--- src/rtl/forward_arbiter.sv ---
// forward_arbiter
//   Round-robin arbiter sharing one AXI-Stream egress between N_PORT forward
//   requesters. A requester raises i_forward_req and gets a one-cycle grant
//   pulse on o_forward_resp. It then drains its packets through the egress mux.
//   The grant is held until the requester reports finish, no packet is open,
//   and the egress has been quiet for IDLE_GAP cycles. The pointer then
//   rotates past the released port.
//
// Ports
//   i_clk, i_rst          clock, asynchronous active-high reset
//   i_forward_req         per-port request level
//   o_forward_resp        per-port one-cycle grant pulse (one-hot)
//   i_forward_finish      per-port "buffer empty" level
//   s_axis_*              per-port ingress streams (tdata 64b, tkeep 8b per port)
//   m_axis_*              shared egress stream
//   o_grant_idx           currently / last granted port
//   o_busy                high while a grant is being issued or served
module forward_arbiter #(
    parameter int N_PORT   = 4,
    parameter int IDX_W    = $clog2(N_PORT),
    parameter int IDLE_GAP = 8
) (
    input  logic                  i_clk,
    input  logic                  i_rst,
    input  logic [N_PORT-1:0]     i_forward_req,
    output logic [N_PORT-1:0]     o_forward_resp,
    input  logic [N_PORT-1:0]     i_forward_finish,
    input  logic [N_PORT-1:0]     s_axis_tvalid,
    input  logic [64*N_PORT-1:0]  s_axis_tdata,
    input  logic [N_PORT-1:0]     s_axis_tlast,
    input  logic [8*N_PORT-1:0]   s_axis_tkeep,
    input  logic [N_PORT-1:0]     s_axis_tuser,
    output logic [N_PORT-1:0]     s_axis_tready,
    output logic                  m_axis_tvalid,
    output logic [63:0]           m_axis_tdata,
    output logic                  m_axis_tlast,
    output logic [7:0]            m_axis_tkeep,
    output logic                  m_axis_tuser,
    input  logic                  m_axis_tready,
    output logic [IDX_W-1:0]      o_grant_idx,
    output logic                  o_busy
);

    typedef enum logic [1:0] {
        S_IDLE,
        S_GRANT,
        S_BUSY,
        S_RELEASE
    } state_t;

    localparam int unsigned       NP       = N_PORT;
    localparam logic [7:0]        GAP      = 8'(IDLE_GAP);
    localparam logic [IDX_W-1:0]  LAST_IDX = IDX_W'(N_PORT - 1);

    state_t           state, state_nxt;
    logic [IDX_W-1:0] rr_ptr;
    logic [IDX_W-1:0] grant_idx;
    logic [IDX_W-1:0] pick_idx;
    logic [IDX_W-1:0] cand_idx;
    logic             pick_found;
    logic             in_pkt;
    logic [7:0]       idle_cnt;
    logic             sel_finish;
    logic             beat;
    logic             release_ok;
    int unsigned      cand;

    // Round-robin search: first requesting port at or after rr_ptr, with wrap.
    always_comb begin
        pick_found = 1'b0;
        pick_idx   = '0;
        cand       = 0;
        cand_idx   = '0;
        for (int unsigned i = 0; i < NP; i++) begin
            cand     = (32'(rr_ptr) + i) % NP;
            cand_idx = IDX_W'(cand);
            if (!pick_found && i_forward_req[cand_idx]) begin
                pick_found = 1'b1;
                pick_idx   = cand_idx;
            end
        end
    end

    // Egress mux: only the granted port is connected, and only while BUSY.
    always_comb begin
        m_axis_tvalid = 1'b0;
        m_axis_tdata  = '0;
        m_axis_tlast  = 1'b0;
        m_axis_tkeep  = '0;
        m_axis_tuser  = 1'b0;
        s_axis_tready = '0;
        for (int unsigned k = 0; k < NP; k++) begin
            if (state == S_BUSY && grant_idx == IDX_W'(k)) begin
                m_axis_tvalid    = s_axis_tvalid[k];
                m_axis_tdata     = s_axis_tdata[64*k +: 64];
                m_axis_tlast     = s_axis_tlast[k];
                m_axis_tkeep     = s_axis_tkeep[8*k +: 8];
                m_axis_tuser     = s_axis_tuser[k];
                s_axis_tready[k] = m_axis_tready;
            end
        end
    end

    assign sel_finish  = i_forward_finish[grant_idx];
    assign beat        = m_axis_tvalid && m_axis_tready;
    assign release_ok  = sel_finish && !in_pkt && (idle_cnt == GAP);
    assign o_grant_idx = grant_idx;
    assign o_busy      = (state == S_GRANT) || (state == S_BUSY);

    always_ff @(posedge i_clk or posedge i_rst) begin
        if (i_rst) begin
            state <= S_IDLE;
        end else begin
            state <= state_nxt;
        end
    end

    always_comb begin
        state_nxt      = state;
        o_forward_resp = '0;
        case (state)
            S_IDLE: begin
                if (pick_found) begin
                    state_nxt = S_GRANT;
                end
            end
            S_GRANT: begin
                o_forward_resp[grant_idx] = 1'b1;
                state_nxt                 = S_BUSY;
            end
            S_BUSY: begin
                if (release_ok) begin
                    state_nxt = S_RELEASE;
                end
            end
            S_RELEASE: begin
                state_nxt = S_IDLE;
            end
            default: begin
                state_nxt = S_IDLE;
            end
        endcase
    end

    always_ff @(posedge i_clk or posedge i_rst) begin
        if (i_rst) begin
            rr_ptr    <= '0;
            grant_idx <= '0;
            in_pkt    <= 1'b0;
            idle_cnt  <= '0;
        end else begin
            case (state)
                S_IDLE: begin
                    if (pick_found) begin
                        grant_idx <= pick_idx;
                        in_pkt    <= 1'b0;
                        idle_cnt  <= '0;
                    end
                end
                S_BUSY: begin
                    if (beat) begin
                        in_pkt <= !m_axis_tlast;
                    end
                    // Quiet time only accumulates while the requester is empty
                    // and presents nothing; any refill restarts the count.
                    if (m_axis_tvalid || !sel_finish) begin
                        idle_cnt <= '0;
                    end else if (idle_cnt != GAP) begin
                        idle_cnt <= idle_cnt + 8'd1;
                    end
                end
                S_RELEASE: begin
                    rr_ptr <= (grant_idx == LAST_IDX) ? '0 : grant_idx + IDX_W'(1);
                end
                default: begin
                end
            endcase
        end
    end

endmodule
--- config.mk ---
export PLATFORM = sky130hd
export DESIGN_NAME = forward_arbiter
export DESIGN_NICKNAME = d
export VERILOG_FILES = /design/src/rtl/forward_arbiter.sv
export SDC_FILE = /design/constraint.sdc
export NUM_CORES = 1
export LEC_CHECK = 0
export CORE_AREA = 2 2 153 155
export CTS_CLUSTER_SIZE = 12
export DETAILED_ROUTE_END_ITERATION = 8
export DIE_AREA = 0 0 155 157
export HOLD_SLACK_MARGIN = 0.03
export PLACE_DENSITY = 0.5
export SLEW_MARGIN = 20
export SYNTH_ARGS = -nofsm -noshare
export SYNTH_HDL_FRONTEND = slang
export SYNTH_SLANG_ARGS = --single-unit
export TNS_END_PERCENT = 20
--- constraint.sdc ---
create_clock -name i_clk -period 4.1 [get_ports i_clk]
set_clock_uncertainty 0.1 [all_clocks]
set_input_delay 1.23 -clock i_clk [delete_from_list [all_inputs] [get_ports i_clk]]
set_output_delay 1.23 -clock i_clk [all_outputs]
set_load 0.005 [all_outputs]
==> metrics.txt <==
routed length per instance=18.89 um; Yosys cell types=45; I/O pin cnt=397; Synth Cell Area=3177 um2; sequential-to-total area share from yosys stat=0.1182; Die Area=24340 um2; Register Area=375.4 um2; number of H-tree levels=1; synthesized flop and latch total=15; core area=22500 um2; Max clock buf depth=2; Setup-failing EPs final=0; Critical Path RT=2.77 ns; vias in the first global route=5076; yosys warns=0; multi-input combinational cell area=2579 um2; worst vdd ir=0.2654 mV; NumNets Final=1178; startpoint types=input port; Hold WC Path Type=flip-flop to flip-flop; leakage=2.766 nW; root buffer cell=clkbuf_16; max-cap violations=0; Final Cell Area=7706 um2; Initial Utilization=0.1412; commonest non-fill, non-tap cell in the layout=clkdlybuf4s50_1; Reg clk slew, reported paths=0.05 ns; cell family with most CP delay=buffers and inverters; Clk Latency, worst-skew pair=0.25 ns; CP Max Fanout=1; Total GRT Usage=0.1607; num rows=55; CP peak stage delay=0.55 ns; vias per std cell=4.501; Crit-path slowest cell=clkdlybuf4s50_1; layout cells sized above 1=0.06089; number of DRC markers in iteration 0=283; Pwr Total=3.429 mW; pre-CTS WS=-0.05129 ns; Most Frequent Cell on Critical Path=clkdlybuf4s50_1; final hold violation count=0; Syn Area/Cell=6.618 um2; clock sinks=15; GPL Wtd Cong=0.7794; setup_tns=0 ns; commonest non-fill, non-tap cells in the layout=394 x clkdlybuf4s50_1, 145 x o21ai_0, 83 x nand2_1, 73 x a221o_1, 15 x dfrtp_1; status=finished clean; Post-synth EDFFs=0; RSZ-0062 raised after global routing=false; crit path capture type=output port; GR Overflow Total=0; Core Util, Final=0.3425; fill count=2387; Detailed Route WL=21.55 mm; Port Buf Inserts=396; setup slack, reg-to-reg=1.47 ns; largest net degree at the start of global routing=46; Final WS setup=0.06055 ns; drt pass-1 iters=6; CP arrival=2.71 ns; Die H=157 um; worst path buffer plus inverter count=2; critical path, cell by cell=clkdlybuf4s50_1 > a221o_1 > o21ai_0 > o21ai_1 > clkdlybuf4s50_1; initial antenna violation count=3; Slew Limit Fails=0; Area Growth Syn to Fin=142.6%; Die X=155 um; global-route wire length before repair=30.70 mm; CTS tree=done; post-synthesis net count=803; DP HPWL=17.09 mm; Max Freq=247.6 MHz; Worst Tran Pin Value=0.6677 ns; Via Count=5136; worst setup path category=input port to output port; Post CTS Setup Buffer Count=0; crit path time final=4.039 ns; power per cell area=445.0 nW/um2; Slew Limit Headroom=0.5544; Remaining DRCs=0; Gate Count Post-Synth=480; post-route ant nets=0; CTS buffer count=3; top_reg_cell synth=dfrtp_1; crit share post-route=0.9852; dpl cell area=7586 um2; Post-synth ARST share=1.000
-- per-stage QoR --
step	hold WS, ns	instances
after floorplan	0.3724	480
after global placement	0.3982	1135
after detailed placement	0.4138	1135
after CTS	0.4276	1139
after global routing	0.4588	1141
final	0.4304	1141
-- repair_timing --
action	CTS	global route
endpoints found under the hold margin	0	0
pin swaps	0	2
gates cloned	0	0
resized for setup	6	10
hold buffers	0	0
setup endpoints to repair	5	29
-- synth_stat cells, types with 2 or more instances --
cell       instances  share of area
nor2b_1            2         0.0039
nand3_1            4         0.0063
o2bb2ai_1          5          0.014
nor2_1             8         0.0095
and2_2             3         0.0071
clkbuf_1          29          0.034
nand4_1            2         0.0039
o22ai_1            3         0.0059
and3_2             3         0.0071
buf_2             18          0.028
ha_1              12          0.047
nand2_1           84          0.099
nor3_1             5         0.0079
inv_1             13          0.015
mux2_2             5          0.018
and3_1             3         0.0059
o21ai_0          151           0.24
nor4_1             2         0.0039
dfrtp_1           15           0.12
a221o_1           73           0.23
and2_1             5         0.0098
a21oi_1           11          0.017
a21o_1             2         0.0047
-- sequential cells by signal, indices dropped and copies added, names as in the netlist --
signal,count
o_grant_idx,2
in_pkt,1
rr_ptr,2
state,2
idle_cnt,8
-- worst paths after layout --
path                       cells after the start                        from                       to
max                                            5             s_axis_tkeep[7]          m_axis_tkeep[7]
min                                            1     idle_cnt[7]$_DFFE_PP0P_  idle_cnt[7]$_DFFE_PP0P_
max reg2reg                                    9  o_grant_idx[0]$_DFFE_PP0P_  idle_cnt[1]$_DFFE_PP0P_
min reg2reg                                    1     idle_cnt[7]$_DFFE_PP0P_  idle_cnt[7]$_DFFE_PP0P_
max in group asynchronous                      2                       i_rst       in_pkt$_DFFE_PP0P_
min in group asynchronous                      2                       i_rst  idle_cnt[2]$_DFFE_PP0P_
-- area by class of cell --
| class | instances | share of cell area |
|---|---|---|
| multi-input cells | 403 | 0.3346 |
| repair buffers | 419 | 0.5532 |
| diodes | 2 | 0.0006495 |
| inverters | 13 | 0.006332 |
| flip-flops and latches | 15 | 0.04871 |
| clock buffers | 4 | 0.01023 |
| well taps | 285 | 0.04627 |
-- per-layer routing --
| layer | global-route usage | vias to the layer above | wire [um] |
|---|---|---|---|
| li1 | - | 2598 | - |
| met4 | 0.02072 | 2 | 66 |
| met2 | 0.2988 | 195 | 11340 |
| met3 | 0.02478 | 10 | 1259 |
| met1 | 0.2001 | 2331 | 8867 |
| met5 | 0 | - | 13 |
-- power by group --
| group | switching [mW] | internal [mW] | total (mW) |
|---|---|---|---|
| clock network | 0.0622 | 0.132 | 0.194 |
| logic | 1.28 | 1.73 | 3.01 |
| registers | 0.0392 | 0.185 | 0.224 |
-- kinds of logic (layout without fill, tap and decap cells) --
kind of cell / Yosys count / in the layout / synth area share
AOI/OAI and AO/OA: 254 / 254 / 0.5372
adders and majority gates: 12 / 12 / 0.04726
buffers and inverters: 62 / 436 / 0.08271
DFF: 15 / 15 / 0.1182
muxes: 7 / 7 / 0.02796
other: 0 / 2 / 0
and+or+nand+nor: 130 / 130 / 0.1867
No activity file was read; power rests on OpenSTA's default activity.
